$ cat src/rtl/alu_sequencer.sv
// alu_sequencer
//   Program sequencer for the 8-bit ALU. The host loads a small instruction
//   buffer. A start request then issues each instruction to the ALU in order.
//   The sequencer synchronises to the ALU's free-running pass, captures each
//   result and offers it downstream over a valid/ready handshake.
//
// Ports
//   clk, rst           clock; asynchronous active-high reset
//   prog_we/addr/data  instruction buffer write port
//                      (data: [20:17] op, [16] acc, [15:8] a, [7:0] b)
//   prog_len           number of instructions to run, sampled on start
//   start              one-cycle run request
//   busy, run_done     run in progress; one-cycle end-of-run pulse
//   err                sticky misuse flag (start or write while busy)
//   alu_a/b/op/acc/en  operands, opcode, accumulator select and enable to the ALU
//   alu_results        ALU result input
//   alu_done           ALU completion pulse
//   res_valid/data/idx result offered downstream, with its instruction index
//   res_ready          result accepted by the downstream consumer
module alu_sequencer #(
    parameter int DEPTH = 16,
    parameter int AW    = 4
) (
    input  logic          clk,
    input  logic          rst,
    input  logic          prog_we,
    input  logic [AW-1:0] prog_addr,
    input  logic [20:0]   prog_data,
    input  logic [AW:0]   prog_len,
    input  logic          start,
    output logic          busy,
    output logic          run_done,
    output logic          err,
    output logic [7:0]    alu_a,
    output logic [7:0]    alu_b,
    output logic [3:0]    alu_op,
    output logic          alu_acc,
    output logic          alu_en,
    input  logic [7:0]    alu_results,
    input  logic          alu_done,
    output logic          res_valid,
    output logic [7:0]    res_data,
    output logic [AW-1:0] res_idx,
    input  logic          res_ready
);

    localparam logic [3:0]  OP_NOP = 4'hF;
    localparam logic [AW:0] ONE    = (AW+1)'(1);

    typedef enum logic [2:0] {
        S_IDLE,
        S_FETCH,
        S_SYNC,
        S_EXEC,
        S_EMIT,
        S_FINISH
    } state_t;

    state_t         state_q;
    logic [AW:0]    pc_q;
    logic [AW:0]    prog_len_q;
    logic           busy_q;
    logic           run_done_q;
    logic           err_q;
    logic [7:0]     alu_a_q;
    logic [7:0]     alu_b_q;
    logic [3:0]     alu_op_q;
    logic           alu_acc_q;
    logic           alu_en_q;
    logic           res_valid_q;
    logic [7:0]     res_data_q;
    logic [AW-1:0]  res_idx_q;

    // Instruction buffer: no reset, so contents survive a reset.
    logic [20:0]    mem_q [DEPTH];
    logic [20:0]    fetch_d;
    logic           last_d;

    always_ff @(posedge clk) begin
        if (prog_we && !busy_q) begin
            mem_q[prog_addr] <= prog_data;
        end
    end

    assign fetch_d = mem_q[pc_q[AW-1:0]];
    // pc and length are AW+1 bits wide so a full-depth run ends without wrapping.
    assign last_d  = (pc_q == prog_len_q - ONE);

    always_ff @(posedge clk or posedge rst) begin
        if (rst) begin
            state_q     <= S_IDLE;
            pc_q        <= '0;
            prog_len_q  <= '0;
            busy_q      <= 1'b0;
            run_done_q  <= 1'b0;
            err_q       <= 1'b0;
            alu_a_q     <= '0;
            alu_b_q     <= '0;
            alu_op_q    <= '0;
            alu_acc_q   <= 1'b0;
            alu_en_q    <= 1'b0;
            res_valid_q <= 1'b0;
            res_data_q  <= '0;
            res_idx_q   <= '0;
        end else begin
            run_done_q <= 1'b0;

            // Misuse during a run: the request or write is dropped, only flagged.
            if (busy_q && (start || prog_we)) begin
                err_q <= 1'b1;
            end

            case (state_q)
                S_IDLE: begin
                    if (start) begin
                        if (prog_len == '0) begin
                            run_done_q <= 1'b1;
                        end else begin
                            err_q      <= 1'b0;
                            pc_q       <= '0;
                            prog_len_q <= prog_len;
                            busy_q     <= 1'b1;
                            state_q    <= S_FETCH;
                        end
                    end
                end

                S_FETCH: begin
                    if (fetch_d[20:17] == OP_NOP) begin
                        state_q <= S_FINISH;
                    end else begin
                        alu_op_q  <= fetch_d[20:17];
                        alu_acc_q <= fetch_d[16];
                        alu_a_q   <= fetch_d[15:8];
                        alu_b_q   <= fetch_d[7:0];
                        alu_en_q  <= 1'b1;
                        state_q   <= S_SYNC;
                    end
                end

                // The first completion after new operands may come from a pass
                // that started with the old ones, so it is thrown away.
                S_SYNC: begin
                    if (alu_done) begin
                        state_q <= S_EXEC;
                    end
                end

                S_EXEC: begin
                    if (alu_done) begin
                        res_data_q  <= alu_results;
                        res_idx_q   <= pc_q[AW-1:0];
                        res_valid_q <= 1'b1;
                        // Result captured: the instruction is no longer in flight.
                        alu_en_q    <= 1'b0;
                        state_q     <= S_EMIT;
                    end
                end

                // The next instruction is not fetched until the result is taken,
                // which keeps accumulator chains strictly in order.
                S_EMIT: begin
                    if (res_ready) begin
                        res_valid_q <= 1'b0;
                        if (last_d) begin
                            state_q <= S_FINISH;
                        end else begin
                            pc_q    <= pc_q + ONE;
                            state_q <= S_FETCH;
                        end
                    end
                end

                S_FINISH: begin
                    busy_q     <= 1'b0;
                    alu_en_q   <= 1'b0;
                    run_done_q <= 1'b1;
                    state_q    <= S_IDLE;
                end

                default: begin
                    state_q <= S_IDLE;
                end
            endcase
        end
    end

    assign busy      = busy_q;
    assign run_done  = run_done_q;
    assign err       = err_q;
    assign alu_a     = alu_a_q;
    assign alu_b     = alu_b_q;
    assign alu_op    = alu_op_q;
    assign alu_acc   = alu_acc_q;
    assign alu_en    = alu_en_q;
    assign res_valid = res_valid_q;
    assign res_data  = res_data_q;
    assign res_idx   = res_idx_q;

endmodule

$ cat config.mk
export PLATFORM = sky130hd
export DESIGN_NAME = alu_sequencer
export DESIGN_NICKNAME = d
export VERILOG_FILES = /design/src/rtl/alu_sequencer.sv
export SDC_FILE = /design/constraint.sdc
export NUM_CORES = 1
export LEC_CHECK = 0
export ABC_AREA = 1
export CAP_MARGIN = 15
export CELL_PAD_IN_SITES_DETAIL_PLACEMENT = 1
export CELL_PAD_IN_SITES_GLOBAL_PLACEMENT = 2
export CORE_MARGIN = 2
export CORE_UTILIZATION = 41
export DETAILED_ROUTE_END_ITERATION = 10
export PLACE_DENSITY = 0.85
export SYNTH_ARGS = -nofsm -noshare
export SYNTH_HDL_FRONTEND = slang
export SYNTH_SLANG_ARGS = --single-unit
$ cat constraint.sdc
create_clock -name clk -period 2.6 [get_ports clk]
set_input_delay 0.65 -clock clk [delete_from_list [all_inputs] [get_ports clk]]
set_output_delay 0.65 -clock clk [all_outputs]
set_load 0.05 [all_outputs]
==> summary.md <==
| Metric | Value |
|---|---|
| Status | finished, final reports clean |
| Die height | roughly 200 µm |
| Vias per Instance | between 5 and 6 |
| Via Count | a little over 10000 |
| Clock sink count | approximately 390 |
| Worst-path fanout max | 2 |
| GRT Util Overall | about a fifth |
| Netlist Area Pre-Place | around 0.016 mm² |
| Final Routed Wirelength | ~42000 µm |
| Worst setup EP type | output port |
| Worst slew pin tran | about 800 ps |
| Slew Viols, Final | 0 |
| Die X | 199 µm |
| Num CTS Buffers | 41 |
| Initial antenna violation count | 0 |
| Pwr Total | between 15 and 20 mW |
| Placed cells | around 1900 |
| VDD IR max | 478 µV |
| Final hold viol count | 0 |
| Post-DP HPWL | around 27000 µm |
| Pin count of the biggest net entering global routing | 117 |
| Max clock buf depth | 3 |
| Final net count | about 1500 |
| Critical Path RT | 1950 ps |
| Min Tclk post-route | 2460 ps |
| First-pass GRT wire length | 62900 µm |
| Period Utilization, post-route | approximately 95% |
| Crit-path leading delay family | buffers and inverters |
| Synth warn | 0 |
| H-tree Lvls | 2 |
| Row cnt | 71 |
| Clk Tree Root Cell | clkbuf_16 |
| IO Pins | slightly above 80 |
| Yosys reg bits | 387 |
| Congestion Overflow GR | 0 |
| Finished Layout Cells | 1951 |
| Cts hold-fix bufs | 0 |
| Worst-Skew Late Latency | between 500 and 600 ps |
| Critical Path AT | about 1800 ps |
| Max-Cap Viols | 0 |
| FF-to-FF Start | pc_q[0]$_DFFE_PP0P_ |
| Mapped Nets | ~1300 |
| Hold WC Path Type | in2async |
| CP peak stage delay | approximately 830 ps |
| Initial Util | a little over 40% |
| Residual DRC | 0 |
| DR pass1 iterations | 5 |
| Skew final | ~23 ps |
| Core area | 0.0376 mm² |
| Routability cong. | a little under 0.8 |
| Max_slew headroom | ~46% |
| Layout area overhead | 19.8% |
| Clock transition at path regs | roughly 60 ps |
| Synthesized instance count | 1301 |
| Fin Setup TNS | 0 ps |
| PD cells | 883 mW/mm² |
| Die area | 0.0397 mm² |
| Share of layout cells above drive strength 1 | around 11% |
| Synthesized area per cell | about 12 µm² |
| Post-CTS setup buffers | 0 |
| WS Path Type | reg2out |
| PortBufs | 81 |
| Buffers and inverters on the worst path | 1 |
| Yosys cell types | 35 |
| Flop2flop setup slack | 190 ps |
| Startpoint types | register |
| Worst path slowest cell | clkdlybuf4s50_1 |
| RSZ-0062 raised after global routing | no |
| Initial DRC count | between 800 and 900 |
| Post_cts resized | 0 |
| Final Setup Violations | 0 |
| Drt wl/cell | approximately 21 µm |
| Post-synthesis sequential area ratio | 72.7% |
| CTS tree | done |
| CP Cell Sequence | clkdlybuf4s50_1 |
| Worst Reg-to-Reg Cells | 7 |
| Fmax | between 400 and 500 MHz |
| Reg2reg end | alu_a[5]$_DFFE_PP0P_ |
| Antenna-violating nets left | 0 |
| Vias in the first global route | 10635 |
| Pleak | 6.81 nW |
[power breakdown]
| group | total [mW] | leakage [nW] | internal, mW | switching [mW] |
|---|---|---|---|---|
| combinational | 3.43 | 2.52 | 1.10 | 2.33 |
| clock | 5.73 | 0.644 | 3.30 | 2.42 |
| sequential | 7.37 | 3.65 | 7.14 | 0.225 |
| total | 16.5 | 6.81 | 11.5 | 4.98 |
[through the flow]
stage               setup slack, ps  cell area, µm²  util, %  hold slack (ps)
detailed placement              224           17400     46.3              490
CTS                             123           18700     49.8              460
finish                          137           18700     49.8              445
global route                   3.52           18700     49.8              491
global placement                270           17400     46.3              465
floorplan                       283           15600        -              473
[metal layers]
metal  GRT usage (%)  part of all wire, %  vias up
met1            29.7                   46     5231
met3            3.43                  5.7       54
met4            5.89                  1.9        0
met2            34.3                   47      273
met5               0                    0        -
li1                -                    -     4791
[logic make-up after synthesis]
kind of cell               count (synthesis)  share of synthesized area (%)
and+or+nand+nor                          479                           12.0
DFF                                      387                           72.7
xor gates and xnor gates                   7                          0.392
adders and majority gates                  2                          0.160
muxes                                      8                          0.577
buffers and inverters                    141                           4.22
AOI/OAI and AO/OA                        277                           9.95
[worst max-delay path by stage]
stage / cells after the start / endpoint / slack, ps / startpoint
6_report: 1 / alu_b[1] / 140 / alu_b[1]$_DFFE_PP0P_
5_1_grt: 7 / alu_b[6]$_DFFE_PP0P_ / 4 / pc_q[0]$_DFFE_PP0P_
4_1_cts: 1 / alu_b[1] / 120 / alu_b[1]$_DFFE_PP0P_
3_5_place_dp: 7 / alu_a[5]$_DFFE_PP0P_ / 220 / pc_q[0]$_DFFE_PP0P_
3_3_place_gp: 8 / mem_q[10][19]$_DFFE_PP_ / 270 / prog_we
2_1_floorplan: 4 / mem_q[10][0]$_DFFE_PP_ / 280 / prog_we
[synth_stat cells (all sizes together)]
library cell,count,area [µm²]
edfxtp,336,10100
nand3b,2,15.0
xnor2,5,43.8
a31oi,8,50.1
mux2,8,90.1
or2,2,12.5
a21oi,13,65.1
nand2,208,783
o31ai,1,7.51
o21a,1,7.51
inv,67,254
o211ai,26,195
nor2,225,847
clkinv,1,3.75
a22o,8,70.1
buf,41,282
o22ai,35,219
clkbuf,32,120
dfrtp,51,1280
o21ai,185,941
nor3,1,5.00
ha,2,25.0
nand4,1,6.26
xor2,2,17.5
nand3,40,200
[area by class of cell]
class,count,area [µm²]
well taps,511,639
clock buffers,46,1040
multi-input cells,773,3640
clock inverters,28,263
fillers,3909,18900
flip-flops and latches,387,11400
diodes,1,2.50
inverters,68,258
repair buffers,137,1490
[state kept, by name, summed over array words and instances (netlist names)]
signal	count
alu_a	8
alu_acc	1
alu_b	8
alu_en	1
alu_op	4
busy	1
err	1
mem_q	336
pc_q	5
prog_len_q	5
res_data	8
res_idx	4
res_valid	1
run_done	1
state_q	3
[cells in the final DEF, fill, tap and decap left out, drive strengths merged]
cell type and count:
edfxtp 336, nor2 225, nand2 208, o21ai 185
clkdlybuf4s50 81, inv 68, buf 56, dfrtp 51
clkbuf 46, nand3 40, o22ai 35, o211ai 26
clkinv 22, a21oi 13, mux2 8, a22o 8
a31oi 8, xnor2 5, bufinv 4, or2 2
nand3b 2, xor2 2, ha 2, clkinvlp 2
diode 1, nor3 1, o21a 1, o31ai 1
nand4 1
Power figures use the tool's default switching activity.
